## src/rtl/pulse_gen.sv

```systemverilog
// Edge-triggered pulse generator: a rising edge on en fires one PULSE_WIDTH-cycle
// pulse on out, followed by a HOLDOFF-cycle window in which retriggers are dropped.
module pulse_gen #(
  parameter int PULSE_WIDTH = 4,
  parameter int HOLDOFF     = 16,
  parameter int CNT_W       = 16
) (
  input  logic clk,
  input  logic rst,
  input  logic en,
  output logic out,
  output logic busy
);

  if (PULSE_WIDTH < 1 || PULSE_WIDTH > 65535) begin : g_bad_pulse_width
    $fatal(1, "pulse_gen: PULSE_WIDTH must be in 1..65535");
  end
  if (HOLDOFF < 0 || HOLDOFF > 65535) begin : g_bad_holdoff
    $fatal(1, "pulse_gen: HOLDOFF must be in 0..65535");
  end
  if (CNT_W < 1 || CNT_W > 63 ||
      64'(PULSE_WIDTH) >= (64'd1 << CNT_W) ||
      64'(HOLDOFF) >= (64'd1 << CNT_W)) begin : g_bad_cnt_w
    $fatal(1, "pulse_gen: CNT_W too narrow for PULSE_WIDTH/HOLDOFF");
  end

  typedef enum logic [1:0] {IDLE, PULSE, HOLD} state_e;

  // Counters load N-1 so that the zero compare lands on the last cycle of each phase.
  localparam logic [CNT_W-1:0] PW_LOAD = CNT_W'(PULSE_WIDTH - 1);
  localparam logic [CNT_W-1:0] HO_LOAD = CNT_W'(HOLDOFF - 1);

  state_e           state_q;
  logic [CNT_W-1:0] cnt_q;
  logic             en_prev_q;
  logic             out_q;
  logic             busy_q;
  logic             trig;

  assign trig = en & ~en_prev_q;
  assign out  = out_q;
  assign busy = busy_q;

  always_ff @(posedge clk) begin
    if (rst) begin
      state_q   <= IDLE;
      cnt_q     <= '0;
      en_prev_q <= 1'b0;
      out_q     <= 1'b0;
      busy_q    <= 1'b0;
    end else begin
      en_prev_q <= en;
      case (state_q)
        IDLE: begin
          if (trig) begin
            state_q <= PULSE;
            out_q   <= 1'b1;
            busy_q  <= 1'b1;
            cnt_q   <= PW_LOAD;
          end
        end
        PULSE: begin
          if (cnt_q != '0) begin
            cnt_q <= cnt_q - CNT_W'(1);
          end else if (HOLDOFF > 0) begin
            state_q <= HOLD;
            out_q   <= 1'b0;
            cnt_q   <= HO_LOAD;
          end else begin
            state_q <= IDLE;
            out_q   <= 1'b0;
            busy_q  <= 1'b0;
          end
        end
        HOLD: begin
          if (cnt_q != '0) begin
            cnt_q <= cnt_q - CNT_W'(1);
          end else begin
            state_q <= IDLE;
            busy_q  <= 1'b0;
          end
        end
        default: begin
          state_q <= IDLE;
          out_q   <= 1'b0;
          busy_q  <= 1'b0;
        end
      endcase
    end
  end

endmodule

```

## config.mk

```make
export PLATFORM = sky130hd
export DESIGN_NAME = pulse_gen
export DESIGN_NICKNAME = d
export VERILOG_FILES = /design/src/rtl/pulse_gen.sv
export SDC_FILE = /design/constraint.sdc
export NUM_CORES = 1
export LEC_CHECK = 0
export CORE_MARGIN = 5
export CORE_UTILIZATION = 63
export DETAILED_ROUTE_END_ITERATION = 8
export PLACE_DENSITY = 0.82
export SYNTH_ARGS = -nofsm -noshare
export SYNTH_HDL_FRONTEND = slang
export SYNTH_SLANG_ARGS = --single-unit
```

## constraint.sdc

```tcl
create_clock -name clk -period 5.1 [get_ports clk]
set_clock_uncertainty 0.15 [all_clocks]
set_input_delay 1.02 -clock clk [delete_from_list [all_inputs] [get_ports clk]]
set_output_delay 1.02 -clock clk [all_outputs]
set_load 0.01 [all_outputs]
```

Yosys cells after proc, flatten, opt, wreduce, memory -nomap -nowiden
Index checks and enable logic that the tools add are counted.
- output and inout port bits: 2
- word-level logic and storage cells: 35
- input bits: 3
- register bits: 21
- muxes and demuxes: 12
- eq/ne operators: 6
- $add $sub $neg: 1
- bitwise gates (word level): 4
- reduce and logical (&&, ||, !) cells: 7
- operators by type and width (operator ; number):
    $mux W16 ; 3
    $pmux W16 S3 ; 1
    $reduce_bool A16 Y1 ; 1
    $sub A16 B1 Y16 const B ; 1
    $reduce_and A3 Y1 ; 4
    $ne A2 B2 Y1 const B ; 4
    $mux W2 ; 3
    $pmux W1 S3 ; 2
    $pmux W2 S3 ; 1
    $not A1 Y1 ; 3
    $reduce_bool A3 Y1 ; 1
    $eq A2 B1 Y1 const B ; 1
    $eq A2 B2 Y1 const B ; 1
    $logic_not A2 Y1 ; 1
    $mux W1 ; 2
    $and A1 B1 Y1 ; 1

Depth between registers and ports, before layout
- word-level depth: 4
- depth in mapped cells: 8
- mapped depth without buffers: 7

Worst setup path before layout
OpenSTA, ideal clock, no wires.
- path kind: input to register
- start point: input port en
- end point: register cnt_q[13]
- slack: 2591 ps
- stages: 6
- arrival: 2244 ps
- library setup time: 115 ps
- path through: or2b_2 > clkbuf_2 > a2111oi_4 > nand4b_1 > xor2_1 > nor2_2
- word-level cells in the longest chain between the ends: 3
- RTL lines (item ; RTL line ; source):
    start: declaration ; 10 ; input logic en,
    $and A1 B1 Y1 ; 40 ; assign trig = en & ~en_prev_q;
    $ne A2 B2 Y1 (no line) ; -- ;
    $reduce_and A3 Y1 (no line) ; -- ;
    end signal: assignment ; 64 ; cnt_q <= cnt_q - CNT_W'(1);
    end signal: assignment ; 77 ; cnt_q <= cnt_q - CNT_W'(1);
    end: declaration ; 34 ; logic [CNT_W-1:0] cnt_q;
No other way between the ends.
A chain may end at the register's enable or synchronous reset.

Worst setup path after layout
Ends and elaborated chain as after synthesis.

==> run metrics <==
Post-Syn Instances 141; worst-skew pair later-pin latency 310 ps; CP Launch Point en; Antenna Cells 0; Placed Cells 167; reg2reg setup slack 2450 ps; launch point of the worst reg-to-reg path cnt_q[0]; Die Footprint 2980 um2; Setup violations, final 0; Seq/Total Area, Yosys 33.6%; Fmax 0.364 GHz; HP Class flop to flop; remaining antenna violation count 0; site row count 16; total overflow reported by the global router 0; critical path endpoint cnt_q[13]; WP data required 5150 ps; Post-Route Setup TNS 0 ps; Tcrit/Tclk final 53.8%; effective utilization at floorplan 65.1%; Comb pwr share 47.3%; PortBufs 4; R2R depth 7; # IOs 5; FFs w/ async S/R, synth 0%; CP startpoint kind input pin; cell area after synthesis approximately 1300 um2; # fillers 181; drt first pass iters 4; WL per Instance 14.3 um; CTS tree built; pre-CTS setup slack between 2000 and 2500 ps; worst-margin pin slew 620 ps; share of layout cells above drive strength 1 13.9%; status complete, no violations; met1 WL 1.10 mm; Sw Ratio 41.4%; Crit. End Element flop; Power Density 441 nW/um2; Leak around 0.48 nW; Synth cell types 46; RSZ-0062 raised after global routing no; fin crit period 2740 ps; DRT Wirelength 2.45 mm; Gates resized, CTS repair 0; initial antenna violation count 0; Core Box Area just under 2000 um2; Worst VDD drop ~0.26 mV; CTS sink count 21; Net count, final 154; Area Growth Syn to Fin 4.90%; CP Class input pin to flop; Worst-path clk slew 120 ps; Yosys reg bits 21; Slew headroom approximately 60%; largest net degree at the start of global routing 13; EDFF count, synth 0; cts bufs inserted 3; Max-Cap Viols 0; crit-path max FO 8; Sequential Power Share just under 40%; H-tree Lvls 1; clock share of power 14.1%; Yosys Warn Count 0; dpl hpwl 1.84 mm; die height 54.6 um; ys flop type dfxtp_1; final hold vios 0; vias in the first global route 1,014; Slew Limit Fails 0; final worst slack 2360 ps; syn_area_per_cell just under 9 um2; final std cells w/o fill 171; WP data arrival 2790 ps; 1st-iter DRT viols 27; All-Layer GR Usage 19.5%; Root Buffer clkbuf_4; switching pwr between 0.0002 and 0.00025 W; met2 wire len 1.17 mm; FF-to-FF End cnt_q[11]; via count 1,054; first-pass GRT wire length 4.27 mm; Met3 Wirelength 131 um; via/cell ratio 6.16; die width roughly 55 um; Post-CTS Hold Fix Bufs 0; GPL Wtd Cong 0.812; top routing layer used met4; Clock Tree Buf Depth 2; Int Power 0.000339 W; DRC Markers 0; Synth Net Count 150; post-CTS setup repair buffer count 0
cell usage in the layout, fill, tap and decap left out, types with 2 or more instances in the layout:
cell and instances:
nor2_1 24, nor3b_1 2, nand4_1 4, and2_1 2, xor2_1 11, nand2_1 4, ha_1 6, inv_1 4
o21ai_0 6, nor3_1 10, a211oi_1 2, nand3_1 7, clkbuf_4 3, a2111oi_4 2, dfxtp_1 21, a21oi_1 4
clkdlybuf4s50_1 4
sequential cells by signal (all words and copies together) (netlist names):
signal,cells
en_prev_q,1
state_q,2
busy,1
out,1
cnt_q,16
metal layers:
layer  track usage, %  vias up
li1                 -      515
met1             24.1      496
met2             34.3       39
met3             2.72        4
met4             6.64        0
met5                0        -
metrics by stage:
stage          area, um2  power [W]  hold WS [ps]  util (%)
2_1_floorplan       1250   0.000442           343         -
3_3_place_gp        1290   0.000487           329      66.9
3_5_place_dp        1290   0.000496           338      66.9
4_1_cts             1310   0.000577           356      68.3
5_1_grt             1310   0.000621           374      68.3
6_report            1310   0.000579           350      68.3
power groups by stage:
stage                     registers, W  logic, W  clock network, W
after floorplan               0.000221  0.000221                 0
after global placement        0.000224  0.000262                 0
after detailed placement      0.000227  0.000269                 0
after CTS                     0.000223  0.000271         0.0000836
after global routing          0.000227  0.000302         0.0000915
final                         0.000223  0.000274         0.0000816
kinds of logic after synthesis:
kind of cell,after synthesis,synth area share (%)
xor gates and xnor gates,11,7.70
and+or+nand+nor,71,32.0
buffers and inverters,9,4.30
DFF,21,33.6
AOI/OAI and AO/OA,23,16.4
adders and majority gates,6,6.00
worst max-delay path: stages:
cell,delay (ps)
clkdlybuf4s50_1,470
or2b_2,400
a2111oi_4,470
nand4b_1,180
xor2_1,210
nor2_2,40
worst min path at each step:
stage | startpoint | endpoint | depth (start not counted)
after floorplan | cnt_q[3] | cnt_q[3] | 2
after global placement | busy | busy | 2
after detailed placement | busy | busy | 2
after CTS | busy | busy | 2
after global routing | out | out | 2
final | busy | busy | 2
final cells by class:
type / count / area [um2] / share of cell area [%]
Multi-Input combinational cell: 111 / 777 / 59.2
Sequential cell: 21 / 420 / 32.0
Timing Repair Buffer: 4 / 40.0 / 3.05
Tap cell: 27 / 33.8 / 2.57
Clock buffer: 4 / 26.3 / 2.00
Inverter: 4 / 15.0 / 1.14
cells in the mapped netlist (all sizes together), types with 2 or more instances:
| library cell | instances | area, um2 |
|---|---|---|
| nand2 | 5 | 21.3 |
| xor2 | 11 | 96.3 |
| or4 | 2 | 20.0 |
| nor3b | 2 | 15.0 |
| a211oi | 2 | 15.0 |
| inv | 4 | 15.0 |
| dfxtp | 21 | 420 |
| ha | 6 | 75.1 |
| clkbuf | 4 | 27.5 |
| a21oi | 5 | 28.8 |
| a2111oi | 2 | 55.1 |
| nand3 | 7 | 35.0 |
| nor3 | 11 | 60.1 |
| a41oi | 2 | 25.0 |
| nor2 | 25 | 96.4 |
| nand4 | 4 | 25.0 |
| and2 | 2 | 12.5 |
| o21ai | 6 | 30.0 |
| nor4 | 2 | 18.8 |
| nor4b | 2 | 23.8 |
(Power assumes the default switching activity.)
